`config.mk`:
```
export PLATFORM = sky130hd
export DESIGN_NAME = spi_ram_slave_flat
export DESIGN_NICKNAME = d
export VERILOG_FILES = /design/src/rtl/spi_ram_pkg.sv /design/src/rtl/spi_ram_slave_if.sv /design/src/rtl/spi_ram_mem.sv /design/src/rtl/spi_ram_slave.sv /design/src/flat_wrapper.sv
export SDC_FILE = /design/constraint.sdc
export NUM_CORES = 2
export LEC_CHECK = 0
export BUFFER_PORTS_ARGS = -buffer_cell sky130_fd_sc_hd__buf_2
export CORE_MARGIN = 2
export CORE_UTILIZATION = 46
export CTS_BUF_LIST = sky130_fd_sc_hd__clkbuf_4 sky130_fd_sc_hd__clkbuf_8
export DETAILED_ROUTE_END_ITERATION = 7
export PLACE_DENSITY_LB_ADDON = 0.05
export SLEW_MARGIN = 10
export SYNTH_ARGS = -nofsm -noshare
export SYNTH_HDL_FRONTEND = slang
export SYNTH_SLANG_ARGS = --single-unit
```
`constraint.sdc`:
```
create_clock -name clk -period 4.46 [get_ports clk]
set_input_delay 0.446 -clock clk [delete_from_list [all_inputs] [get_ports clk]]
set_output_delay 0.446 -clock clk [all_outputs]
set_load 0.02 [all_outputs]
```
`src/rtl/spi_ram_pkg.sv`:
```
// Shared command encodings, FSM state type and width helpers for the SPI RAM slave.
package spi_ram_pkg;

    typedef enum logic [1:0] {
        CMD_WR_ADDR = 2'b00,
        CMD_WR_DATA = 2'b01,
        CMD_RD_ADDR = 2'b10,
        CMD_RD_DATA = 2'b11
    } cmd_e;

    typedef enum logic [2:0] {
        IDLE,
        CMD,
        RX_ADDR,
        RX_DATA,
        RD_FETCH,
        TX
    } state_e;

    // Action carried into the cycle after a completed RX frame.
    typedef enum logic [1:0] {
        COMMIT_NONE,
        COMMIT_WR_PTR,
        COMMIT_RD_PTR,
        COMMIT_WRITE
    } commit_e;

    function automatic int unsigned max_u(input int unsigned a, input int unsigned b);
        return (a > b) ? a : b;
    endfunction

    function automatic int unsigned bits_for(input int unsigned v);
        return (v < 2) ? 1 : $clog2(v);
    endfunction

endpackage

```
`src/rtl/spi_ram_slave_if.sv`:
```
// Serial bus of the SPI RAM slave; the host side drives ss_n/mosi.
interface spi_ram_slave_if;

    logic ss_n;
    logic mosi;
    logic miso;
    logic frame_err;
    logic busy;

    modport slave (
        input  ss_n,
        input  mosi,
        output miso,
        output frame_err,
        output busy
    );

    modport master (
        output ss_n,
        output mosi,
        input  miso,
        input  frame_err,
        input  busy
    );

endinterface

```
`src/rtl/spi_ram_mem.sv`:
```
// Single-port synchronous RAM, DATA_WIDTH x MEM_DEPTH; out-of-range writes are
// dropped and out-of-range reads return zero.
module spi_ram_mem
    import spi_ram_pkg::*;
#(
    parameter int unsigned ADDR_WIDTH = 8,
    parameter int unsigned DATA_WIDTH = 8,
    parameter int unsigned MEM_DEPTH  = 256
) (
    input  logic                  clk,
    input  logic                  we,
    input  logic                  re,
    input  logic [ADDR_WIDTH-1:0] addr,
    input  logic [DATA_WIDTH-1:0] wdata,
    output logic [DATA_WIDTH-1:0] rdata
);

    localparam int unsigned IW = bits_for(MEM_DEPTH);

    logic [DATA_WIDTH-1:0] mem [MEM_DEPTH];
    logic [DATA_WIDTH-1:0] rdata_d;
    logic [DATA_WIDTH-1:0] rdata_q;
    logic                  in_range;
    logic [IW-1:0]         idx;

    // One extra bit keeps the compare correct when MEM_DEPTH == 2**ADDR_WIDTH.
    assign in_range = ((ADDR_WIDTH+1)'(addr) < (ADDR_WIDTH+1)'(MEM_DEPTH));
    assign idx      = IW'(addr);

    always_comb begin
        rdata_d = rdata_q;
        if (re) begin
            rdata_d = in_range ? mem[idx] : '0;
        end
    end

    always_ff @(posedge clk) begin
        if (we && in_range) begin
            mem[idx] <= wdata;
        end
        rdata_q <= rdata_d;
    end

    assign rdata = rdata_q;

endmodule

```
`src/rtl/spi_ram_slave.sv`:
```
// SPI slave (SCK == clk) fronting a single-port RAM with separate write/read pointers.
// Define SPI_RAM_AUTO_INC_EN to post-increment pointers after completed data frames.
module spi_ram_slave
    import spi_ram_pkg::*;
#(
    parameter int unsigned ADDR_WIDTH = 8,
    parameter int unsigned DATA_WIDTH = 8,
    parameter int unsigned MEM_DEPTH  = 256
) (
    input  logic           clk,
    input  logic           rst,
    spi_ram_slave_if.slave bus
);

    localparam int unsigned PW = max_u(ADDR_WIDTH, DATA_WIDTH);
    localparam int unsigned CW = bits_for(PW);

    state_e                state_d, state_q;
    commit_e               commit_d, commit_q;
    logic [CW-1:0]         cnt_d, cnt_q;
    logic [1:0]            cmd_d, cmd_q;
    logic [PW-1:0]         sr_d, sr_q;
    logic [DATA_WIDTH-1:0] tx_d, tx_q;
    logic [ADDR_WIDTH-1:0] wr_ptr_d, wr_ptr_q;
    logic [ADDR_WIDTH-1:0] rd_ptr_d, rd_ptr_q;
    logic                  miso_d, miso_q;
    logic                  frame_err_d, frame_err_q;
    logic                  busy_d, busy_q;

    logic                  mem_we;
    logic                  mem_re;
    logic [ADDR_WIDTH-1:0] mem_addr;
    logic [DATA_WIDTH-1:0] mem_rdata;

`ifdef SPI_RAM_AUTO_INC_EN
    function automatic logic [ADDR_WIDTH-1:0] ptr_next(input logic [ADDR_WIDTH-1:0] p);
        return (p == ADDR_WIDTH'(MEM_DEPTH - 1)) ? '0 : p + ADDR_WIDTH'(1);
    endfunction
`endif

    // Writes land in the cycle after RX_DATA, reads only in RD_FETCH, so one port suffices.
    assign mem_we   = (commit_q == COMMIT_WRITE) && !rst;
    assign mem_re   = (state_q == RD_FETCH);
    assign mem_addr = (commit_q == COMMIT_WRITE) ? wr_ptr_q : rd_ptr_q;

    spi_ram_mem #(
        .ADDR_WIDTH (ADDR_WIDTH),
        .DATA_WIDTH (DATA_WIDTH),
        .MEM_DEPTH  (MEM_DEPTH)
    ) u_mem (
        .clk   (clk),
        .we    (mem_we),
        .re    (mem_re),
        .addr  (mem_addr),
        .wdata (sr_q[DATA_WIDTH-1:0]),
        .rdata (mem_rdata)
    );

    always_comb begin
        state_d     = state_q;
        commit_d    = COMMIT_NONE;
        cnt_d       = cnt_q;
        cmd_d       = cmd_q;
        sr_d        = sr_q;
        tx_d        = tx_q;
        wr_ptr_d    = wr_ptr_q;
        rd_ptr_d    = rd_ptr_q;
        miso_d      = 1'b0;
        frame_err_d = 1'b0;

        // A completed frame commits while the next frame's command is already shifting in.
        case (commit_q)
            COMMIT_WR_PTR: wr_ptr_d = sr_q[ADDR_WIDTH-1:0];
            COMMIT_RD_PTR: rd_ptr_d = sr_q[ADDR_WIDTH-1:0];
`ifdef SPI_RAM_AUTO_INC_EN
            COMMIT_WRITE:  wr_ptr_d = ptr_next(wr_ptr_q);
`endif
            default: ;
        endcase

        if (state_q != IDLE && bus.ss_n) begin
            state_d     = IDLE;
            frame_err_d = !(state_q == CMD && cnt_q == '0);
        end else begin
            case (state_q)
                IDLE: begin
                    if (!bus.ss_n) begin
                        state_d = CMD;
                        cnt_d   = '0;
                    end
                end
                CMD: begin
                    cmd_d = {cmd_q[0], bus.mosi};
                    if (cnt_q == CW'(1)) begin
                        case (cmd_d)
                            CMD_WR_ADDR, CMD_RD_ADDR: begin
                                state_d = RX_ADDR;
                                cnt_d   = CW'(ADDR_WIDTH - 1);
                            end
                            CMD_WR_DATA: begin
                                state_d = RX_DATA;
                                cnt_d   = CW'(DATA_WIDTH - 1);
                            end
                            default: begin
                                state_d = RD_FETCH;
                                cnt_d   = '0;
                            end
                        endcase
                    end else begin
                        cnt_d = CW'(1);
                    end
                end
                RX_ADDR, RX_DATA: begin
                    sr_d = {sr_q[PW-2:0], bus.mosi};
                    if (cnt_q == '0) begin
                        state_d = CMD;
                        if (state_q == RX_DATA) begin
                            commit_d = COMMIT_WRITE;
                        end else if (cmd_q == CMD_RD_ADDR) begin
                            commit_d = COMMIT_RD_PTR;
                        end else begin
                            commit_d = COMMIT_WR_PTR;
                        end
                    end else begin
                        cnt_d = cnt_q - CW'(1);
                    end
                end
                RD_FETCH: begin
                    state_d = TX;
                    cnt_d   = CW'(DATA_WIDTH - 1);
                end
                TX: begin
                    // RAM output is only valid from the first TX cycle; it seeds the shifter there.
                    if (cnt_q == CW'(DATA_WIDTH - 1)) begin
                        miso_d = mem_rdata[DATA_WIDTH-1];
                        tx_d   = mem_rdata << 1;
                    end else begin
                        miso_d = tx_q[DATA_WIDTH-1];
                        tx_d   = tx_q << 1;
                    end
                    if (cnt_q == '0) begin
                        state_d = CMD;
`ifdef SPI_RAM_AUTO_INC_EN
                        rd_ptr_d = ptr_next(rd_ptr_q);
`endif
                    end else begin
                        cnt_d = cnt_q - CW'(1);
                    end
                end
                default: state_d = IDLE;
            endcase
        end

        busy_d = (state_d != IDLE);
    end

    always_ff @(posedge clk) begin
        if (rst) begin
            state_q     <= IDLE;
            commit_q    <= COMMIT_NONE;
            cnt_q       <= '0;
            cmd_q       <= '0;
            sr_q        <= '0;
            tx_q        <= '0;
            wr_ptr_q    <= '0;
            rd_ptr_q    <= '0;
            miso_q      <= 1'b0;
            frame_err_q <= 1'b0;
            busy_q      <= 1'b0;
        end else begin
            state_q     <= state_d;
            commit_q    <= commit_d;
            cnt_q       <= cnt_d;
            cmd_q       <= cmd_d;
            sr_q        <= sr_d;
            tx_q        <= tx_d;
            wr_ptr_q    <= wr_ptr_d;
            rd_ptr_q    <= rd_ptr_d;
            miso_q      <= miso_d;
            frame_err_q <= frame_err_d;
            busy_q      <= busy_d;
        end
    end

    assign bus.miso      = miso_q;
    assign bus.frame_err = frame_err_q;
    assign bus.busy      = busy_q;

endmodule

```
`src/flat_wrapper.sv`:
```
// flat-port wrapper written by rule: the top's interface ports become plain ports
module spi_ram_slave_flat import spi_ram_pkg::*;
#(
    parameter int unsigned ADDR_WIDTH = 8,
    parameter int unsigned DATA_WIDTH = 8,
    parameter int unsigned MEM_DEPTH  = 256
)
  (clk, rst, bus_ss_n, bus_mosi, bus_miso, bus_frame_err, bus_busy);
  spi_ram_slave_if bus_i ();
  input  logic clk;
  input  logic rst;
  input wire logic [$bits(bus_i.ss_n)-1:0] bus_ss_n;
  input wire logic [$bits(bus_i.mosi)-1:0] bus_mosi;
  output wire logic [$bits(bus_i.miso)-1:0] bus_miso;
  output wire logic [$bits(bus_i.frame_err)-1:0] bus_frame_err;
  output wire logic [$bits(bus_i.busy)-1:0] bus_busy;
  assign bus_i.ss_n = bus_ss_n;
  assign bus_i.mosi = bus_mosi;
  assign bus_miso = bus_i.miso;
  assign bus_frame_err = bus_i.frame_err;
  assign bus_busy = bus_i.busy;
  spi_ram_slave #(.ADDR_WIDTH(ADDR_WIDTH), .DATA_WIDTH(DATA_WIDTH), .MEM_DEPTH(MEM_DEPTH)) u_core (.clk(clk), .rst(rst), .bus(bus_i));
endmodule
```
==> results by group <==
Power
  – Peak supply drop: ~340 uV
  – Leakage: 28.1 nW
  – Power Density: 424 nW/um2

Status
  – Failing checks: setup timing
  – Status: complete, but fails checks

STA
  – Worst Skew: around 57 ps
  – Final period util: 1.04
  – Unrepaired setup endpoints after global routing: false
  – Relative slew margins: 0.130
  – Final setup vio count: 1
  – Slew @ Worst Pin: ~1300 ps
  – Max-slew violation count: 0
  – Maximum clock rate: ~220 MHz
  – Min cycle time layout: about 4600 ps
  – Endpoints failing hold: 0
  – PnR worst setup slack: -175 ps

Floorplan
  – DIE HEIGHT: around 410 um
  – Die ar.: between 150000 and 200000 um2
  – Core ar.: about 170000 um2
  – Die Wd: roughly 410 um
  – Starting density of the core: 0.464
  – FP Rows: 150
  – I/O pin count: 7

Layout
  – Commonest cells after routing, fill and taps aside: edfxtp_1 (2056), a221oi_1 (513), a22o_1 (512)
  – Fin nets: ~4700
  – Non-Filler Instances: approximately 7100
  – Synthesis-to-finish area growth: 13.9%
  – Share of cells above drive strength 1: 0.175
  – Seq. cell area: between 60000 and 70000 um2
  – Commonest non-fill, non-tap cell in the layout: edfxtp_1
  – Fillers: 13500
  – Area occupied by multi-input gates: 13700 um2
  – Final Cell Area: between 80000 and 90000 um2

Setup path
  – Crit. End Element: flip-flop
  – Worst setup SP type: flip-flop
  – CP Class: flip-flop to flip-flop
  – Critical Path AT: 5400 ps
  – Crit Path Max Fanout: 59
  – Worst Path Required: between 5000 and 6000 ps
  – R2R setup slack: -180 ps

Placement
  – Placed insts: between 6000 and 7000
  – I/O Buffers: 6
  – GPL Wtd Cong: approximately 0.83
  – Hpwl dp: 130 mm
  – Placed Area: 81900 um2
  – Setup WS pre-CTS: -161 ps

GRT
  – GR Util All Layers: 0.254
  – Total grt overflow: 0
  – First-pass GRT wire length: approximately 320 mm
  – Initial antenna violation count: 10
  – Vias in the first global route: ~44000
  – Largest net degree at the start of global routing: roughly 140

Routing
  – WL final: roughly 220 mm
  – First-iteration detailed-routing DRC count: between 4000 and 5000
  – # DRC: 0
  – DR pass1 iterations: 6
  – Vias per cell: slightly above 6
  – Antenna viol nets, final: 0
  – Routed len/inst: around 32 um
  – DR vias: roughly 44000

Logic synthesis
  – Top-area cell type share of the netlist area: 0.795
  – Flops & latches, synth: 2100
  – Gate Count Post-Synth: around 4300
  – Post-synth cell types: between 40 and 50
  – Synthesized area per cell: about 18 um2
  – Seq/Total Area, Yosys: 0.806
  – Net Count, Synth: roughly 4300
  – EDFF count, synth: 2056
  – Top cells by area, synth: edfxtp_1 (80%), a221oi_1 (5.8%), a22o_1 (5.8%)
  – Most common flop cell mapped by yosys: edfxtp_1
  – Cell area after synthesis: roughly 78000 um2
  – Async set-reset flop share out of synthesis: 0
  – Biggest area consumer among synthesized cells: edfxtp_1
  – Yosys warnings: 0

Clock network
  – Clk_lat worst skew: 1060 ps
  – H-tree Lvls: 5
  – Clock slew at reported path FFs: 60 ps
  – Clk buf depth: 4
  – CTS sink count: 2100
  – CTS tree: built
  – Setup Fix Bufs, Post-CTS: 0
  – CTS Buf Count: between 300 and 400
  – Root buf cell: clkbuf_8

Min path
  – Type of the worst min-delay path: input pin to flip-flop

Flow run
  – Max Cap Viol: 0
## layer usage
layer,part of all wire,track usage
met2,0.47,0.401
met5,0.00012,0
met4,0.030,0.0838
met1,0.43,0.358
met3,0.065,0.0477
## worst max-delay path, cell delays in order, from the launching register on
cell	delay, ps
dfxtp_1	470
and2_4	330
o21ai_4	150
buf_12	180
buf_4	340
a22o_1	360
a221oi_1	460
o22ai_1	140
nor4_1	1040
a21oi_1	430
a2111o_1	410
## final cells by class
| type | instances | area share |
|---|---|---|
| inverter | 6 | 0.000255 |
| antenna | 2 | 0.0000566 |
| sequential | 2100 | 0.709 |
| multi-input combinational | 1887 | 0.155 |
| timing repair buffer | 292 | 0.0316 |
| clock inverter | 108 | 0.00573 |
| tap | 2204 | 0.0312 |
| clock buffer | 489 | 0.0673 |
## timing repair
item                                    4_1_cts  5_1_grt
endpoints found under the setup margin        1        0
gates resized for setup                       2        0
hold endpoints to repair                     13        0
hold buffers                                  3        0
## power by group
part | total, mW | internal, mW | switching, mW
clock | 16.1 | 8.66 | 7.48
combinational | 0.0400 | 0.0128 | 0.0273
sequential | 21.3 | 21.3 | 0.00599
## flip-flops by register name, summed over array words and instances (netlist names)
signal / flops
u_core.commit_q: 2
u_core.bus.frame_err: 1
u_core.wr_ptr_q: 8
u_core.bus.busy: 1
u_core.cmd_q: 2
u_core.cnt_q: 3
u_core.bus.miso: 1
u_core.u_mem.rdata: 8
u_core.rd_ptr_q: 8
u_core.tx_q: 7
u_core.sr_q: 8
u_core.u_mem.mem: 2048
u_core.state_q: 3
## cell families after synthesis
kind of cell	Yosys count	share of synthesized area
mux	27	0.00348
flops	2100	0.806
fa+ha+maj	4	0.000645
simple gates	497	0.0279
buf+inv	334	0.0185
compound gates	1359	0.143
## cell usage after synthesis, types with 4 or more instances
cell type,n
inv_1,6
nor2_1,296
a21oi_1,25
nand3b_1,7
a21boi_1,6
buf_6,8
nor4_1,66
ha_1,4
nor2b_1,4
nor3_1,7
o21ai_0,11
nand2b_1,11
clkbuf_1,200
buf_1,29
or3_1,4
dfxtp_1,44
edfxtp_1,2056
a22o_1,512
a2111o_1,8
o31ai_1,6
nand3_1,15
mux2i_1,27
buf_2,88
nand2_1,78
a221oi_1,513
a311oi_1,6
o22ai_1,257
## metrics by stage
stage,setup TNS (ps),total power [mW],hold WS [ps],util
finish,-175,37.5,301,0.528
CTS,0,37.8,224,0.528
detailed placement,-161,21.8,472,0.489
global route,0,38.6,313,0.528
floorplan,0,21.8,435,-
global placement,-643,21.8,466,0.489
## worst paths after layout
path	startpoint	end	cells past startpoint
worst max-delay path	u_core.commit_q[1]$_SDFF_PP0_	u_core.u_mem.rdata[0]$_DFFE_PP_	10
worst min-delay path	bus_mosi	u_core.sr_q[0]$_SDFFE_PP0P_	4
worst max register to register	u_core.commit_q[1]$_SDFF_PP0_	u_core.u_mem.rdata[0]$_DFFE_PP_	10
worst min register to register	u_core.tx_q[4]$_SDFFE_PP0P_	u_core.tx_q[5]$_SDFFE_PP0P_	2
Note: power is estimated with default switching activity, not from simulation.
